$ cat src/rtl/nios2_pkg.sv
// Shared constants and types for the nios2 fetch front end.
package nios2_pkg;

  localparam int          XLEN     = 32;
  localparam logic [31:0] PC_INC   = 32'd4;
  localparam logic [31:0] RESET_PC = 32'h0000_0000;

  // Major opcodes (instr[5:0]) the front end may want to recognise early.
  localparam logic [5:0] OP_RTYPE = 6'b111010;
  localparam logic [5:0] OP_LDW   = 6'b010111;
  localparam logic [5:0] OP_STW   = 6'b010101;

  typedef enum logic [1:0] {
    S_IDLE  = 2'd0,
    S_RUN   = 2'd1,
    S_REDIR = 2'd2
  } fetch_state_t;

  // One prefetch FIFO slot: instruction word and its "pc after fetch".
  typedef struct packed {
    logic [XLEN-1:0] instr;
    logic [XLEN-1:0] pc;
  } fetch_entry_t;

endpackage

$ cat src/rtl/nios2_fetch_fifo.sv
// Small circular prefetch buffer of {instr, pc}; flush beats push.
module nios2_fetch_fifo import nios2_pkg::*; #(
  parameter int DEPTH = 2,
  parameter int CW    = $clog2(DEPTH+1)
) (
  input  logic            clk,
  input  logic            rst,
  input  logic            flush,
  input  logic            push,
  input  fetch_entry_t    push_data,
  input  logic            pop,
  output logic [CW-1:0]   count,
  output fetch_entry_t    head
);

  localparam int PW = $clog2(DEPTH);

  fetch_entry_t    mem [DEPTH];
  logic [PW-1:0]   rd_ptr, wr_ptr;
  logic            pop_ok;

  function automatic logic [PW-1:0] nxt(input logic [PW-1:0] p);
    return (p == PW'(DEPTH-1)) ? '0 : p + PW'(1);
  endfunction

  assign pop_ok = pop && (count != '0);
  assign head   = (count != '0) ? mem[rd_ptr] : '0;

  // Storage: written on push only, never reset.
  always_ff @(posedge clk) begin
    if (!rst && !flush && push) mem[wr_ptr] <= push_data;
  end

  // Pointers and occupancy; flush empties the buffer regardless of push/pop.
  always_ff @(posedge clk) begin
    if (rst || flush) begin
      rd_ptr <= '0;
      wr_ptr <= '0;
      count  <= '0;
    end else begin
      if (push)   wr_ptr <= nxt(wr_ptr);
      if (pop_ok) rd_ptr <= nxt(rd_ptr);
      count <= count + CW'(push) - CW'(pop_ok);
    end
  end

endmodule

$ cat src/rtl/nios2_fetch.sv
// Instruction fetch: owns the PC, reads a 1-cycle-latency ROM, buffers
// words in a prefetch FIFO and hands them to decode on valid/ready.
module nios2_fetch import nios2_pkg::*; #(
  parameter logic [31:0] RESET_PC = nios2_pkg::RESET_PC,
  parameter int          DEPTH    = 2,
  parameter logic [31:0] PC_INC   = nios2_pkg::PC_INC
) (
  input  logic        clk18,
  input  logic        rst18,
  output logic        imem_req18,
  output logic [31:0] imem_addr18,
  input  logic [31:0] imem_rdata18,
  input  logic        redirect18,
  input  logic [31:0] redirect_pc18,
  output logic        instr_valid18,
  input  logic        instr_ready18,
  output logic [31:0] instr18,
  output logic [31:0] instr_pc18
);

  localparam int CW = $clog2(DEPTH+1);

  fetch_state_t   state;
  logic [31:0]    pc;
  logic           inflight;
  logic [CW-1:0]  count;
  fetch_entry_t   head, push_data;
  logic           pop, push, issue;
  logic [CW+1:0]  occ;

  assign instr_valid18 = !rst18 && (count != '0);
  assign instr18       = instr_valid18 ? head.instr : '0;
  assign instr_pc18    = instr_valid18 ? head.pc    : '0;
  assign pop           = instr_valid18 && instr_ready18;

  // Occupancy the FIFO will have once this cycle's pop and in-flight word land.
  assign occ   = (CW+2)'(count) + (CW+2)'(inflight) - (CW+2)'(pop);
  // No read in a redirect cycle: its data would be discarded anyway.
  assign issue = !rst18 && !redirect18 && (state == S_RUN) && (occ < (CW+2)'(DEPTH));

  assign imem_req18  = issue;
  assign imem_addr18 = rst18 ? RESET_PC : pc;

  // pc already advanced past the word now returning, which is exactly the
  // "pc after fetch" value decode wants for it.
  assign push           = inflight && !redirect18;
  assign push_data.instr = imem_rdata18;
  assign push_data.pc    = pc;

  // PC / in-flight tracking and fetch FSM.
  always_ff @(posedge clk18) begin
    if (rst18) begin
      state    <= S_IDLE;
      pc       <= RESET_PC;
      inflight <= 1'b0;
    end else if (redirect18) begin
      state    <= S_REDIR;
      pc       <= redirect_pc18 & 32'hFFFF_FFFC;
      inflight <= 1'b0;
    end else begin
      inflight <= issue;
      if (issue) pc <= pc + PC_INC;
      case (state)
        S_IDLE:  state <= S_RUN;
        S_REDIR: state <= S_RUN;
        S_RUN:   state <= S_RUN;
        default: state <= S_IDLE;
      endcase
    end
  end

  nios2_fetch_fifo #(.DEPTH(DEPTH)) u_fifo (
    .clk       (clk18),
    .rst       (rst18),
    .flush     (redirect18),
    .push      (push),
    .push_data (push_data),
    .pop       (pop),
    .count     (count),
    .head      (head)
  );

endmodule

$ cat config.mk
export PLATFORM = sky130hd
export DESIGN_NAME = nios2_fetch
export DESIGN_NICKNAME = d
export VERILOG_FILES = /design/src/rtl/nios2_pkg.sv /design/src/rtl/nios2_fetch_fifo.sv /design/src/rtl/nios2_fetch.sv
export SDC_FILE = /design/constraint.sdc
export NUM_CORES = 1
export LEC_CHECK = 0
export BUFFER_PORTS_ARGS = -buffer_cell sky130_fd_sc_hd__buf_2
export CAP_MARGIN = 20
export CORE_MARGIN = 5
export CORE_UTILIZATION = 33
export CTS_CLUSTER_DIAMETER = 120
export DETAILED_ROUTE_END_ITERATION = 12
export PLACE_DENSITY = 0.58
export SYNTH_ARGS = -nofsm -noshare
export SYNTH_HDL_FRONTEND = slang
export SYNTH_HIERARCHICAL = 1
export SYNTH_SLANG_ARGS = --single-unit
$ cat constraint.sdc
create_clock -name clk18 -period 11.2 [get_ports clk18]
set_clock_uncertainty 0.1 [all_clocks]
set_input_delay 0.56 -clock clk18 [delete_from_list [all_inputs] [get_ports clk18]]
set_output_delay 0.56 -clock clk18 [all_outputs]
set_load 0.05 [all_outputs]
# [After elaboration in Yosys (flattened, before gate mapping)]
# Memory sizes are Yosys's and may differ from the RTL's. A register that Yosys moved wholly into a read port is not among the register bits.
# Cells that the tools add are included.
[totals] register_bits=39 ram_bits=128 input_bits=68 output_inout_bits=98 elab_cells=49 mem_count=1
[classes] addsub=7 magnitude_cmp=1 n_eq_ne=2 mux=14 n_reduce_logical=16
[mem_list] name="u_fifo.mem" depth=2 word_bits=64 read_ports=1 rd_ports_with_merged_regs=1 wr=1 line_no="nios2_fetch_fifo.sv:18" rtl="fetch_entry_t mem [DEPTH];"
[op_table] op="$mux W32" n=5
[op_table] op="$mux W64" n=1
[op_table] op="$add A32 B3 Y32 const B" n=1
[op_table] op="$logic_and A1 B1 Y1" n=8
[op_table] op="$mux W1" n=7
[op_table] op="$lt A4 B2 Y1 const B" n=1
[op_table] op="$reduce_bool A2 Y1" n=2
[op_table] op="$sub A3 B1 Y4" n=1
[op_table] op="$add A2 B1 Y3" n=1
[op_table] op="$reduce_or A3 Y1" n=1
[op_table] op="$add A1 B1 Y1 const B" n=2
[op_table] op="$add A2 B1 Y2" n=1
[op_table] op="$eq A2 B1 Y1 const B" n=1
[op_table] op="$eq A2 B2 Y1 const B" n=1
[op_table] op="$logic_not A1 Y1" n=2
[op_table] op="$logic_not A2 Y1" n=1
[op_table] op="$mux W2" n=1
[op_table] op="$reduce_or A2 Y1" n=1
[op_table] op="$sub A2 B1 Y2" n=1
[op_table] op="$logic_or A1 B1 Y1" n=1

# [Logic depth before layout (Yosys ltp)]
[logic_depth] ltp_word=8 mapped_depth=12 ltp_nobuf=11

# [Cells and area by module]
# Netlist, hierarchy kept.
[by_module_without_submodules] mod="nios2_fetch_fifo" instances=1 cells_each=292 area_each_um2=5074.9 seq_area_each_um2=3943.8
[by_module_without_submodules] mod="nios2_fetch" instances=1 cells_each=351 area_each_um2=2700.1 seq_area_each_um2=660.6

# [Worst setup path before layout]
# OpenSTA, ideal clock, no wires.
[synth_path] kind="input -> register" from="input redirect18" to="memory u_fifo/mem[0][0] in the netlist's numbering (enable)" t_arrival_ps=7408 path_slack_ps=3048 stages=5 n_path_buf=2 cell_sequence="clkbuf_1 > clkbuf_1 > nor2b_1 > inv_1 > nor4_1"
[synth_via] elab_chain_cells=5 elab_cells_between_ends=6
[synth_rtl] item="from (decl)" line_no="nios2_fetch.sv:13" rtl="input logic redirect18,"
[synth_rtl] item="$logic_not A1 Y1" line_no="nios2_fetch.sv:46" rtl="assign push = inflight && !redirect18;"
[synth_rtl] item="$logic_and A1 B1 Y1" line_no="nios2_fetch.sv:46"
[synth_rtl] item="via push" line_no="nios2_fetch.sv:28" rtl="logic pop, push, issue;"
[synth_rtl] item="$logic_and A1 B1 Y1" line_no="nios2_fetch_fifo.sv:31" rtl="if (!rst && !flush && push) mem[wr_ptr] <= push_data;"
[synth_rtl] item="$mux W1" line_no="nios2_fetch_fifo.sv:31"
[synth_rtl] item="$mux W1 (not written as such)" line_no="nios2_fetch_fifo.sv:31"
[synth_rtl] item="to (decl)" line_no="nios2_fetch_fifo.sv:18"
# The timed path passes the listed nets, and every way through them passes these cells.

# [Final worst setup path]
[layout_path] from="input rst18" to="output imem_req18"
[layout_via] elab_chain_cells=6 elab_cells_between_ends=8
[layout_rtl] item="from (decl)" line_no="nios2_fetch.sv:9" rtl="input logic rst18,"
[layout_rtl] item="$logic_not A1 Y1" line_no="nios2_fetch.sv:31" rtl="assign instr_valid18 = !rst18 && (count != '0);"
[layout_rtl] item="$logic_and A1 B1 Y1" line_no="nios2_fetch.sv:31"
[layout_rtl] item="$logic_and A1 B1 Y1" line_no="nios2_fetch.sv:34" rtl="assign pop = instr_valid18 && instr_ready18;"
[layout_rtl] item="via pop" line_no="nios2_fetch.sv:28"
[layout_rtl] item="$sub A3 B1 Y4" line_no="nios2_fetch.sv:37" rtl="assign occ = (CW+2)'(count) + (CW+2)'(inflight) - (CW+2)'(pop);"
[layout_rtl] item="$lt A4 B2 Y1" line_no="nios2_fetch.sv:39" rtl="assign issue = !rst18 && !redirect18 && (state == S_RUN) && (occ < (CW+2)'(DEPTH));"
[layout_rtl] item="$logic_and A1 B1 Y1" line_no="nios2_fetch.sv:39"
[layout_rtl] item="to (decl)" line_no="nios2_fetch.sv:10" rtl="output logic imem_req18,"
# The timed path passes the listed nets, and every way through them passes these cells.

==> out/qor.yml <==
crit_family: "simple AND/OR/NAND/NOR gates"
dieArea_um2: 26700
cp_max_fo: 71
rsz0062_at_grt: "false"
crit_path_cell_trace: "buf_2, buf_4, nor2_4, and2_1, xnor2_1, nor2b_1, fa_1, nor3b_4, nand2_2, or3_1, inv_2, buf_2"
drc: 0
maxCapViolCount: 0
relSlewSlack: 0.321
final_layout_size_suffix_gt1_frac: 0.262
synthCells: 643
internal-power_w: 0.00107
pre_cts_ws_ns: 6.53
antenna_found_initial: 0
dp_hpwl_um: 11900
async_reset_ff_frac: 0
cpMostUsedCell: "buf_2"
hold_ws_ns: 0.234
areaGrowthSynthToFinish_pct: 21.7
switching_power_w: 0.000289
num_vias: 5182
comb_power_share: 0.054
chipHeight_um: 163
grt_usage: 0.142
routed_wl_um: 18800
grt_pass1_vias: 5404
max_freq_mhz: 217
gp_congestion: 0.723
slew_viol_final: 0
timing.final.ws_setup_ns: 6.59
critPathRequiredTime_ns: 10.54
grt_pass1_wl_um: 29500
hold_path_startpoint: "imem_rdata18[28]"
cts_tree: "built"
clkPwrFrac: 0.442
critPathLaunchType: "input pin"
synth-edff-count: 128
path_class: "in2out"
netlist_area_um2: 7770
placedInstanceArea_um2: 8860
nNetsFinal: 868
portBuffers: 161
cp.arrival_ns: 3.95
rr_worst_depth: 11
htreeDepth: 4
yosysUniqueCellTypes: 49
grt_overflow: 0
ctsHoldBuffers: 0
clk-insertion-delay-late_ns: 0.41
die_x_um: 163
cts_root_buf: "clkbuf_16"
wire_per_inst_um: 16.7
postCtsSetupBuffers: 0
final_cell_mix: "161 x buf_2, 128 x edfxtp_1, 75 x nor2_1"
ir_worst_vdd_v: 0.0000885
setup_tns_ns: 0
synth-seq-area-share: 0.592
clkTransAtPathRegs_ns: 0.06
core_um2: 23300
fin_crit_ns: 4.61
clockBufferDepth: 2
post_cts_resized: 0
swShare: 0.213
via_per_inst: 4.59
worstPathBufferInverterCount: 4
status: "finished, final reports clean"
layout_commonest_cell: "buf_2"
ios: 166
reg2reg_to: "pc[11]$_SDFFE_PP0P_"
setup_violations: 0
clock_sinks: 166
worst_pin_slew_ns: 1.02
dp.cells: 1096
power.density_nw_per_um2: 144
antenna_left: 0
ys.flop_type: "edfxtp_1"
slowest_delay_ns: 0.61
ys_ff_latch: 166
crit_path_end_kind: "output pin"
worstHoldPathType: "in2reg"
slowest_stage: "buf_4"
timing.rr.start: "u_fifo/count[1]$_SDFF_PP0_"
ys.warnings.count: 6
final_hold_viol_count: 0
cp-startpoint: "rst18"
leakage_nw: 3.64
core.rowCount: 56
p_seq_frac: 0.504
fin_cells: 1128
rrSetupSlack_ns: 7.70
finalCritPeriodShare: 0.412
grt_max_degree: 72
antenna_cells: 0
start_util: 0.333
critPathCapture: "imem_req18"
numCtsBuffers: 17
drt-pass1-iter-count: 4
finalInstanceArea_um2: 9460
syn_avg_cell_area_um2: 12.1
crit_cells: 12
drt-initial-drc-count: 259
[cells by family (layout without fill, tap and decap cells)]
logic type	count (synthesis)	count (layout)	share of synthesized area
adders and majority gates	4	4	0.00740
DFF	166	166	0.592
AOI/OAI and AO/OA	53	53	0.0446
other	1	6	0.000482
buffers and inverters	59	220	0.0378
muxes	71	71	0.0917
xor gates and xnor gates	30	30	0.0365
and+or+nand+nor	259	259	0.189
[worst reg2reg max path, stage by stage, from the launching register on]
cell and delay (ns):
dfxtp_1 0.41, nor2_1 0.21, nor2_4 0.04, and2_1 0.22, xnor2_1 0.13, nor2b_1 0.17, fa_1 0.47, nor3b_4 0.42
nand4_2 0.47, or3_1 0.49, a21o_1 0.18, a21oi_1 0.12
[metrics by stage]
step                      power, W   util
final                      0.00136  0.405
after detailed placement  0.000774  0.380
after CTS                  0.00138  0.405
after global routing       0.00141  0.405
after floorplan           0.000743      -
after global placement    0.000772  0.380
[sequential cells by signal, indices dropped and copies added (netlist names), named ones only]
register,count
u_fifo/wr_ptr,1
state,2
u_fifo/count,2
inflight,1
u_fifo/rd_ptr,1
pc,30
u_fifo/mem,128
[how the worst min path moves through the flow]
stage,endpoint,cells past startpoint
3_3_place_gp,state[0]$_SDFF_PN0_,1
6_report,u_fifo/mem[0][60]$_DFFE_PP_,1
3_5_place_dp,state[0]$_SDFF_PN0_,1
2_1_floorplan,state[0]$_SDFF_PN0_,1
4_1_cts,u_fifo/mem[0][60]$_DFFE_PP_,1
5_1_grt,u_fifo/mem[0][60]$_DFFE_PP_,1
[synthesized netlist by cell type, types with 6 or more instances]
master / count / area share
edfxtp_1: 128 / 0.49
nor2_1: 76 / 0.037
inv_1: 19 / 0.0092
nor3b_1: 6 / 0.0058
buf_6: 7 / 0.010
a21oi_1: 21 / 0.014
xnor2_1: 11 / 0.012
nor2b_1: 36 / 0.029
o21a_1: 16 / 0.015
buf_2: 7 / 0.0045
nand3_1: 7 / 0.0045
mux2i_1: 69 / 0.089
and3_1: 7 / 0.0056
clkbuf_1: 22 / 0.011
nand2_1: 14 / 0.0068
nand4_1: 11 / 0.0089
xor2_1: 17 / 0.019
and2_1: 68 / 0.055
o22ai_1: 6 / 0.0048
dfxtp_1: 38 / 0.098
nor3_1: 12 / 0.0077
[area by class of cell]
cell class	instances	area [um2]
fillers	2308	13900
flip-flops and latches	166	4610
multi-input cells	423	2920
repair buffers	168	858
clock buffers	23	448
well taps	319	399
clock inverters	9	153
inverters	20	75.1
[routing by layer]
metal  track usage  up-vias  wire length [um]
met5             0        -                 0
met3        0.0346       18              1120
met1         0.184     2479              8570
met2         0.238      139              8910
li1              -     2546                 -
met4        0.0404        0               231
[power groups by stage]
| stage | Clock [W] | Sequential, W | Combinational (W) |
|---|---|---|---|
| 2_1_floorplan | 0 | 0.000694 | 0.0000496 |
| 3_3_place_gp | 0 | 0.000699 | 0.0000730 |
| 3_5_place_dp | 0 | 0.000699 | 0.0000742 |
| 4_1_cts | 0.000620 | 0.000686 | 0.0000746 |
| 5_1_grt | 0.000644 | 0.000688 | 0.0000804 |
| 6_report | 0.000601 | 0.000686 | 0.0000735 |
No activity file was read; power rests on OpenSTA's default activity.
